**config.mk**
```make
export PLATFORM = sky130hd
export DESIGN_NAME = ps2_key_event_ctrl_flat
export DESIGN_NICKNAME = d
export VERILOG_FILES = /design/src/rtl/ps2_key_event_ctrl_if.sv /design/src/rtl/ps2_key_event_ctrl.sv /design/src/flat_wrapper.sv
export SDC_FILE = /design/constraint.sdc
export NUM_CORES = 1
export LEC_CHECK = 0
export BUFFER_PORTS_ARGS = -buffer_cell sky130_fd_sc_hd__clkbuf_2
export CAP_MARGIN = 20
export CORE_MARGIN = 2
export CORE_UTILIZATION = 35
export CTS_CLUSTER_DIAMETER = 150
export DETAILED_ROUTE_END_ITERATION = 8
export PLACE_DENSITY = 0.53
export RECOVER_POWER = 100
export SLEW_MARGIN = 10
export SYNTH_ARGS = -nofsm -noshare
export SYNTH_HDL_FRONTEND = slang
export SYNTH_SLANG_ARGS = --single-unit
```
**constraint.sdc**
```tcl
create_clock -name clk_in -period 6.7 [get_ports clk_in]
set_input_delay 0.335 -clock clk_in [delete_from_list [all_inputs] [get_ports clk_in]]
set_output_delay 0.335 -clock clk_in [all_outputs]
set_load 0.02 [all_outputs]
```
**src/rtl/ps2_key_event_ctrl_if.sv**
```systemverilog
// Byte-in / event-out bundle for the PS/2 key event controller.
// The slave modport is the controller side; the master modport is the receiver/consumer side.
interface ps2_key_event_ctrl_if #(
    parameter int unsigned DEPTH = 8
);
    logic [7:0]             scancode_in;
    logic                   valid_in;
    logic                   error_in;
    logic [9:0]             event_out;
    logic                   event_valid_out;
    logic                   event_ready_in;
    logic                   overflow_out;
    logic [$clog2(DEPTH):0] count_out;

    modport master (
        output scancode_in, valid_in, error_in, event_ready_in,
        input  event_out, event_valid_out, overflow_out, count_out
    );

    modport slave (
        input  scancode_in, valid_in, error_in, event_ready_in,
        output event_out, event_valid_out, overflow_out, count_out
    );
endinterface

```
**src/rtl/ps2_key_event_ctrl.sv**
```systemverilog
// Decodes the PS/2 E0/F0/E1 prefix grammar into {ext, brk, code} events
// and queues them in a show-ahead ready/valid FIFO with sticky overflow.
module ps2_key_event_ctrl #(
    parameter int unsigned DEPTH          = 8,
    parameter int unsigned TIMEOUT_CYCLES = 2_000_000
) (
    input logic                 clk_in,
    input logic                 rst_in,
    ps2_key_event_ctrl_if.slave bus_io
);
    localparam int unsigned AW   = $clog2(DEPTH);
    localparam int unsigned TW   = $clog2(TIMEOUT_CYCLES + 1);
    localparam logic [AW:0] Full = (AW + 1)'(DEPTH);

    typedef enum logic [2:0] {StIdle, StExt, StBrk, StExtBrk, StPause} state_e;

    state_e        state_q, state_d;
    logic [2:0]    skip_q, skip_d;
    logic [TW-1:0] tmo_q, tmo_d;
    logic          push;
    logic [9:0]    push_data;

    logic [7:0] code;
    logic       accept, is_prefix, is_status;

    assign code      = bus_io.scancode_in;
    assign accept    = bus_io.valid_in & ~bus_io.error_in;
    assign is_prefix = (code == 8'hE0) || (code == 8'hE1) || (code == 8'hF0);
    assign is_status = (code == 8'hFA) || (code == 8'hAA) || (code == 8'hEE) ||
                       (code == 8'hFE) || (code == 8'h00) || (code == 8'hFF);

    always_ff @(posedge clk_in) begin
        if (rst_in) begin
            state_q <= StIdle;
            skip_q  <= '0;
            tmo_q   <= '0;
        end else begin
            state_q <= state_d;
            skip_q  <= skip_d;
            tmo_q   <= tmo_d;
        end
    end

    always_comb begin
        state_d   = state_q;
        skip_d    = skip_q;
        tmo_d     = tmo_q;
        push      = 1'b0;
        push_data = '0;
        if (bus_io.error_in) begin
            state_d = StIdle;
            skip_d  = '0;
            tmo_d   = '0;
        end else if (accept) begin
            tmo_d = '0;
            unique case (state_q)
                StIdle: begin
                    if (code == 8'hE0) begin
                        state_d = StExt;
                    end else if (code == 8'hF0) begin
                        state_d = StBrk;
                    end else if (code == 8'hE1) begin
                        state_d = StPause;
                        skip_d  = 3'd7;
                    end else if (!is_status) begin
                        push      = 1'b1;
                        push_data = {2'b00, code};
                    end
                end
                StExt: begin
                    if (code == 8'hF0) begin
                        state_d = StExtBrk;
                    end else if (code != 8'hE0 && code != 8'hE1) begin
                        push      = 1'b1;
                        push_data = {2'b10, code};
                        state_d   = StIdle;
                    end
                end
                StBrk: begin
                    state_d   = StIdle;
                    push      = !is_prefix;
                    push_data = {2'b01, code};
                end
                StExtBrk: begin
                    state_d   = StIdle;
                    push      = !is_prefix;
                    push_data = {2'b11, code};
                end
                StPause: begin
                    skip_d = skip_q - 3'd1;
                    // The pause key reports a single make event once its tail is consumed
                    if (skip_q == 3'd1) begin
                        push      = 1'b1;
                        push_data = {2'b10, 8'hE1};
                        state_d   = StIdle;
                    end
                end
                default: state_d = StIdle;
            endcase
        end else if (state_q != StIdle) begin
            if (tmo_q == TW'(TIMEOUT_CYCLES - 1)) begin
                state_d = StIdle;
                skip_d  = '0;
                tmo_d   = '0;
            end else begin
                tmo_d = tmo_q + TW'(1);
            end
        end else begin
            tmo_d = '0;
        end
    end

    logic [9:0]    mem_q [DEPTH];
    logic [AW-1:0] head_q, tail_q;
    logic [AW:0]   count_q;
    logic          ovf_q;
    logic          pop, push_ok;

    assign pop     = (count_q != '0) & bus_io.event_ready_in;
    // A full FIFO still takes a push when the head leaves on the same edge
    assign push_ok = push & ((count_q != Full) | pop);

    always_ff @(posedge clk_in) begin
        if (rst_in) begin
            head_q  <= '0;
            tail_q  <= '0;
            count_q <= '0;
            ovf_q   <= 1'b0;
        end else begin
            if (push_ok) tail_q <= tail_q + AW'(1);
            if (pop)     head_q <= head_q + AW'(1);
            if (push_ok && !pop)      count_q <= count_q + (AW + 1)'(1);
            else if (pop && !push_ok) count_q <= count_q - (AW + 1)'(1);
            if (push && !push_ok)     ovf_q   <= 1'b1;
        end
    end

    always_ff @(posedge clk_in) begin
        if (push_ok) mem_q[tail_q] <= push_data;
    end

    assign bus_io.event_out       = mem_q[head_q];
    assign bus_io.event_valid_out = (count_q != '0);
    assign bus_io.count_out       = count_q;
    assign bus_io.overflow_out    = ovf_q;
endmodule

```
**src/flat_wrapper.sv**
```systemverilog
// flat-port wrapper written by rule: the top's interface ports become plain ports
module ps2_key_event_ctrl_flat 
#(
    parameter int unsigned DEPTH          = 8,
    parameter int unsigned TIMEOUT_CYCLES = 2_000_000
)
  (clk_in, rst_in, bus_io_scancode_in, bus_io_valid_in, bus_io_error_in, bus_io_event_ready_in, bus_io_event_out, bus_io_event_valid_out, bus_io_overflow_out, bus_io_count_out);
  ps2_key_event_ctrl_if #(.DEPTH(DEPTH)) bus_io_i ();
  input logic clk_in;
  input logic rst_in;
  input wire logic [$bits(bus_io_i.scancode_in)-1:0] bus_io_scancode_in;
  input wire logic [$bits(bus_io_i.valid_in)-1:0] bus_io_valid_in;
  input wire logic [$bits(bus_io_i.error_in)-1:0] bus_io_error_in;
  input wire logic [$bits(bus_io_i.event_ready_in)-1:0] bus_io_event_ready_in;
  output wire logic [$bits(bus_io_i.event_out)-1:0] bus_io_event_out;
  output wire logic [$bits(bus_io_i.event_valid_out)-1:0] bus_io_event_valid_out;
  output wire logic [$bits(bus_io_i.overflow_out)-1:0] bus_io_overflow_out;
  output wire logic [$bits(bus_io_i.count_out)-1:0] bus_io_count_out;
  assign bus_io_i.scancode_in = bus_io_scancode_in;
  assign bus_io_i.valid_in = bus_io_valid_in;
  assign bus_io_i.error_in = bus_io_error_in;
  assign bus_io_i.event_ready_in = bus_io_event_ready_in;
  assign bus_io_event_out = bus_io_i.event_out;
  assign bus_io_event_valid_out = bus_io_i.event_valid_out;
  assign bus_io_overflow_out = bus_io_i.overflow_out;
  assign bus_io_count_out = bus_io_i.count_out;
  ps2_key_event_ctrl #(.DEPTH(DEPTH), .TIMEOUT_CYCLES(TIMEOUT_CYCLES)) u_core (.clk_in(clk_in), .rst_in(rst_in), .bus_io(bus_io_i));
endmodule
```
==> flow_summary.toml <==
[run_status]
status = "finished with violations"
violations = "max-capacitance violations, max-slew violations"

[timing]
hold_violations = 0
fmax_ghz = 0.235
slew_headroom_pct = -67.7
setup_violations = 0
rsz0062_at_grt = "false"
min_period_ns = 4.26
tns_ns = 0
final_max_slew_viol_count = 11
finClkSkew_ns = 0.0143
worst_pin_slew_ns = 2.48
fin_crit_sh_pct = 63.6

[floorplan]
die_area_mm2 = 0.0166
die_w_um = 129
row_count = 45
start_util_pct = 35.8
die_height_um = 129
io_pins = 29
coreArea_mm2 = 0.0152

[clocking]
cts_sinks = 121
insertion_delay_ns = 0.41
ctsHtreeMaxLevel = 4
post-cts-setup-buffers = 0
cts_hold_buf = 0
root_buffer = "clkbuf_16"
cts_made_buffers = 17
clkSlewWorstSetupHoldPaths_ns = 0.05
cts_tree = "yes"
cts_buffer_depth = 2
cts_resized = 0

[detailed_routing]
drt_iter0_markers = 165
drt-total-wl_um = 10800
via_count = 3330
drc = 0
viasPerCell = 5.19
ant_nets = 0
wire_per_inst_um = 16.8
first_pass_iters = 7

[layout]
n_antenna_cell = 0
nets = 463
fill_cells = 1433
final_common_cell = "edfxtp_1"
final_cell_mix = "80 x edfxtp_1, 46 x nor2_1, 41 x dfxtp_1"
fin_area_mm2 = 0.00632
multiInputGateArea_mm2 = 0.00208
area_growth_pct = 16.2
regArea_mm2 = 0.00322
drive_gt1_share_pct = 18.5

[global_route]
grt_max_degree = 22
grt_pass1_vias = 3339
grt_first_pass_wirelength_um = 17600
grt.overflow.total = 0
track_usage_pct = 14.3
antenna_found_initial = 0

[critical_path]
crit_path_end_kind = "flop"
r2r_slack_ns = 2.44
rr_worst_depth = 6
critPathLaunchType = "flop"
cp_top_family = "simple AND/OR/NAND/NOR gates"
critPathBufInv = 0
cpMaxStageDelayCell = "nor4bb_1"
required_ns = 6.67
max_stage_delay_ns = 1.96
worst_ep_arrival_time_ns = 4.23
cp_max_fo = 11
r2r_end = "u_core.mem_q[2][4]"
r2r_start = "u_core.skip_q[0]"
crit_chain = "ha_1 > nor2b_1 > and3_1 > nor3_1 > a21oi_1 > nor4bb_1"
worstSetupPathType = "flop to flop"

[synth]
ys.flop_type = "edfxtp_1"
netlist_area_mm2 = 0.00544
avgSynthCellArea_um2 = 13.4
yosys_warnings = 0
yosysUniqueCellTypes = 58
synthArstFlopShare_pct = 0
seq_area_frac_synth_pct = 59.2
syn_nets = 429
ys_ff_latch = 121
syn_inst = 407
synth_edf_count = 80

[place]
hpwl_um = 7010
dpl_cell_area_mm2 = 0.00577
port_buffers = 28
place_congestion = 0.791

[power]
power.total_mw = 2.06
ir_worst_vdd_mv = 0.181
leakage_nw = 2.14
power_density_mw_per_mm2 = 326

[min_path]
min_path_cells = 3
worstHoldPathType = "primary input to flop"
hp-start = "bus_io_event_ready_in"

[flow_run]
cap_violations = 1
[worst max path at each step]
| stage | startpoint | slack (ns) | cells after the start | to |
|---|---|---|---|---|
| 3_3_place_gp | bus_io_error_in | 3.61 | 13 | u_core.bus_io.count_out[3] |
| 6_report | u_core.skip_q[0] | 2.44 | 6 | u_core.mem_q[2][4] |
| 4_1_cts | u_core.skip_q[0] | 3.45 | 13 | u_core.bus_io.count_out[3] |
| 3_5_place_dp | bus_io_scancode_in[4] | 3.53 | 13 | u_core.bus_io.count_out[3] |
| 5_1_grt | u_core.skip_q[0] | 1.99 | 6 | u_core.mem_q[2][7] |
| 2_1_floorplan | u_core.skip_q[1] | 3.80 | 16 | u_core.bus_io.count_out[3] |
[layer usage]
| layer | global-route usage [%] | wire length, um | vias up |
|---|---|---|---|
| li1 | - | - | 1614 |
| met1 | 18.4 | 5100 | 1650 |
| met2 | 22.3 | 5070 | 56 |
| met3 | 4.74 | 519 | 10 |
| met4 | 5.75 | 104 | 0 |
| met5 | 0 | 0 | - |
[where the power goes]
| group | internal (mW) | total [mW] | leakage, nW | switching, mW |
|---|---|---|---|---|
| sequential | 0.817 | 0.846 | 1.07 | 0.0289 |
| combinational | 0.130 | 0.286 | 0.775 | 0.156 |
| clock | 0.615 | 0.932 | 0.295 | 0.317 |
[kinds of logic after synthesis]
kind of cell | count (synthesis) | synth area share [%]
XOR/XNOR | 25 | 4.02
AND/OR/NAND/NOR | 146 | 15.4
adder cells (fa/ha/maj) | 9 | 2.21
multiplexers | 35 | 11.3
buffers and inverters | 25 | 2.18
flip-flops | 121 | 59.2
AO/OA/AOI/OAI | 46 | 5.66
[cell usage after synthesis, types with 2 or more instances]
library cell,n,share of area (%)
a31oi_1,3,0.34
o21ai_1,2,0.18
o21ai_0,4,0.37
nor2b_1,6,0.69
nor4b_2,2,0.55
mux4_2,20,8.3
nand3_1,16,1.5
or3_1,2,0.23
nor3_1,8,0.74
nor2_1,46,3.2
edfxtp_1,80,44
nand4_1,9,1.0
and4_2,2,0.37
clkbuf_1,6,0.41
mux2i_1,3,0.55
and4_1,4,0.64
a21oi_1,19,1.7
buf_6,2,0.41
ha_1,8,1.8
inv_1,10,0.69
mux2_1,2,0.41
or4_4,2,0.41
dfxtp_1,41,15
nor4bb_1,2,0.37
and4b_1,3,0.55
xor2_1,18,2.9
nand2_1,16,1.1
and3_1,6,0.69
and2_1,4,0.46
nand2b_1,7,0.80
xnor2_1,7,1.1
buf_2,5,0.46
mux2_2,10,2.1
o31ai_1,2,0.28
a211oi_2,2,0.46
or3_4,2,0.41
a21o_1,5,0.69
[registers in the layout, summed over array words and instances, names as in the netlist, named ones only]
register,count
u_core.bus_io.count_out,4
u_core.bus_io.overflow_out,1
u_core.head_q,3
u_core.mem_q,80
u_core.skip_q,3
u_core.state_q,3
u_core.tail_q,3
u_core.tmo_q,21
[layout make-up]
cell class	instances	share of cell area, %
timing repair buffer	30	2.08
clock buffer	22	7.50
multi-input combinational	261	32.9
inverter	10	0.594
clock inverter	10	2.22
sequential	121	51.0
tap	188	3.72
[through the flow]
step	std cells	setup slack, ns	util, %	hold slack [ns]
2_1_floorplan	407	3.80	-	0.426
3_3_place_gp	610	3.61	37.9	0.436
3_5_place_dp	610	3.53	37.9	0.450
4_1_cts	642	3.45	42.0	0.232
5_1_grt	642	1.99	41.6	0.254
6_report	642	2.44	41.6	0.244
[worst register-to-register path, delay by kind of cell (launching register included)]
kind	cells	cell delay, ns
AOI/OAI and AO/OA	1	0.62
adders and majority gates	1	0.17
and+or+nand+nor	4	2.67
DFF	1	0.38
Note: power is estimated with default switching activity, not from simulation.
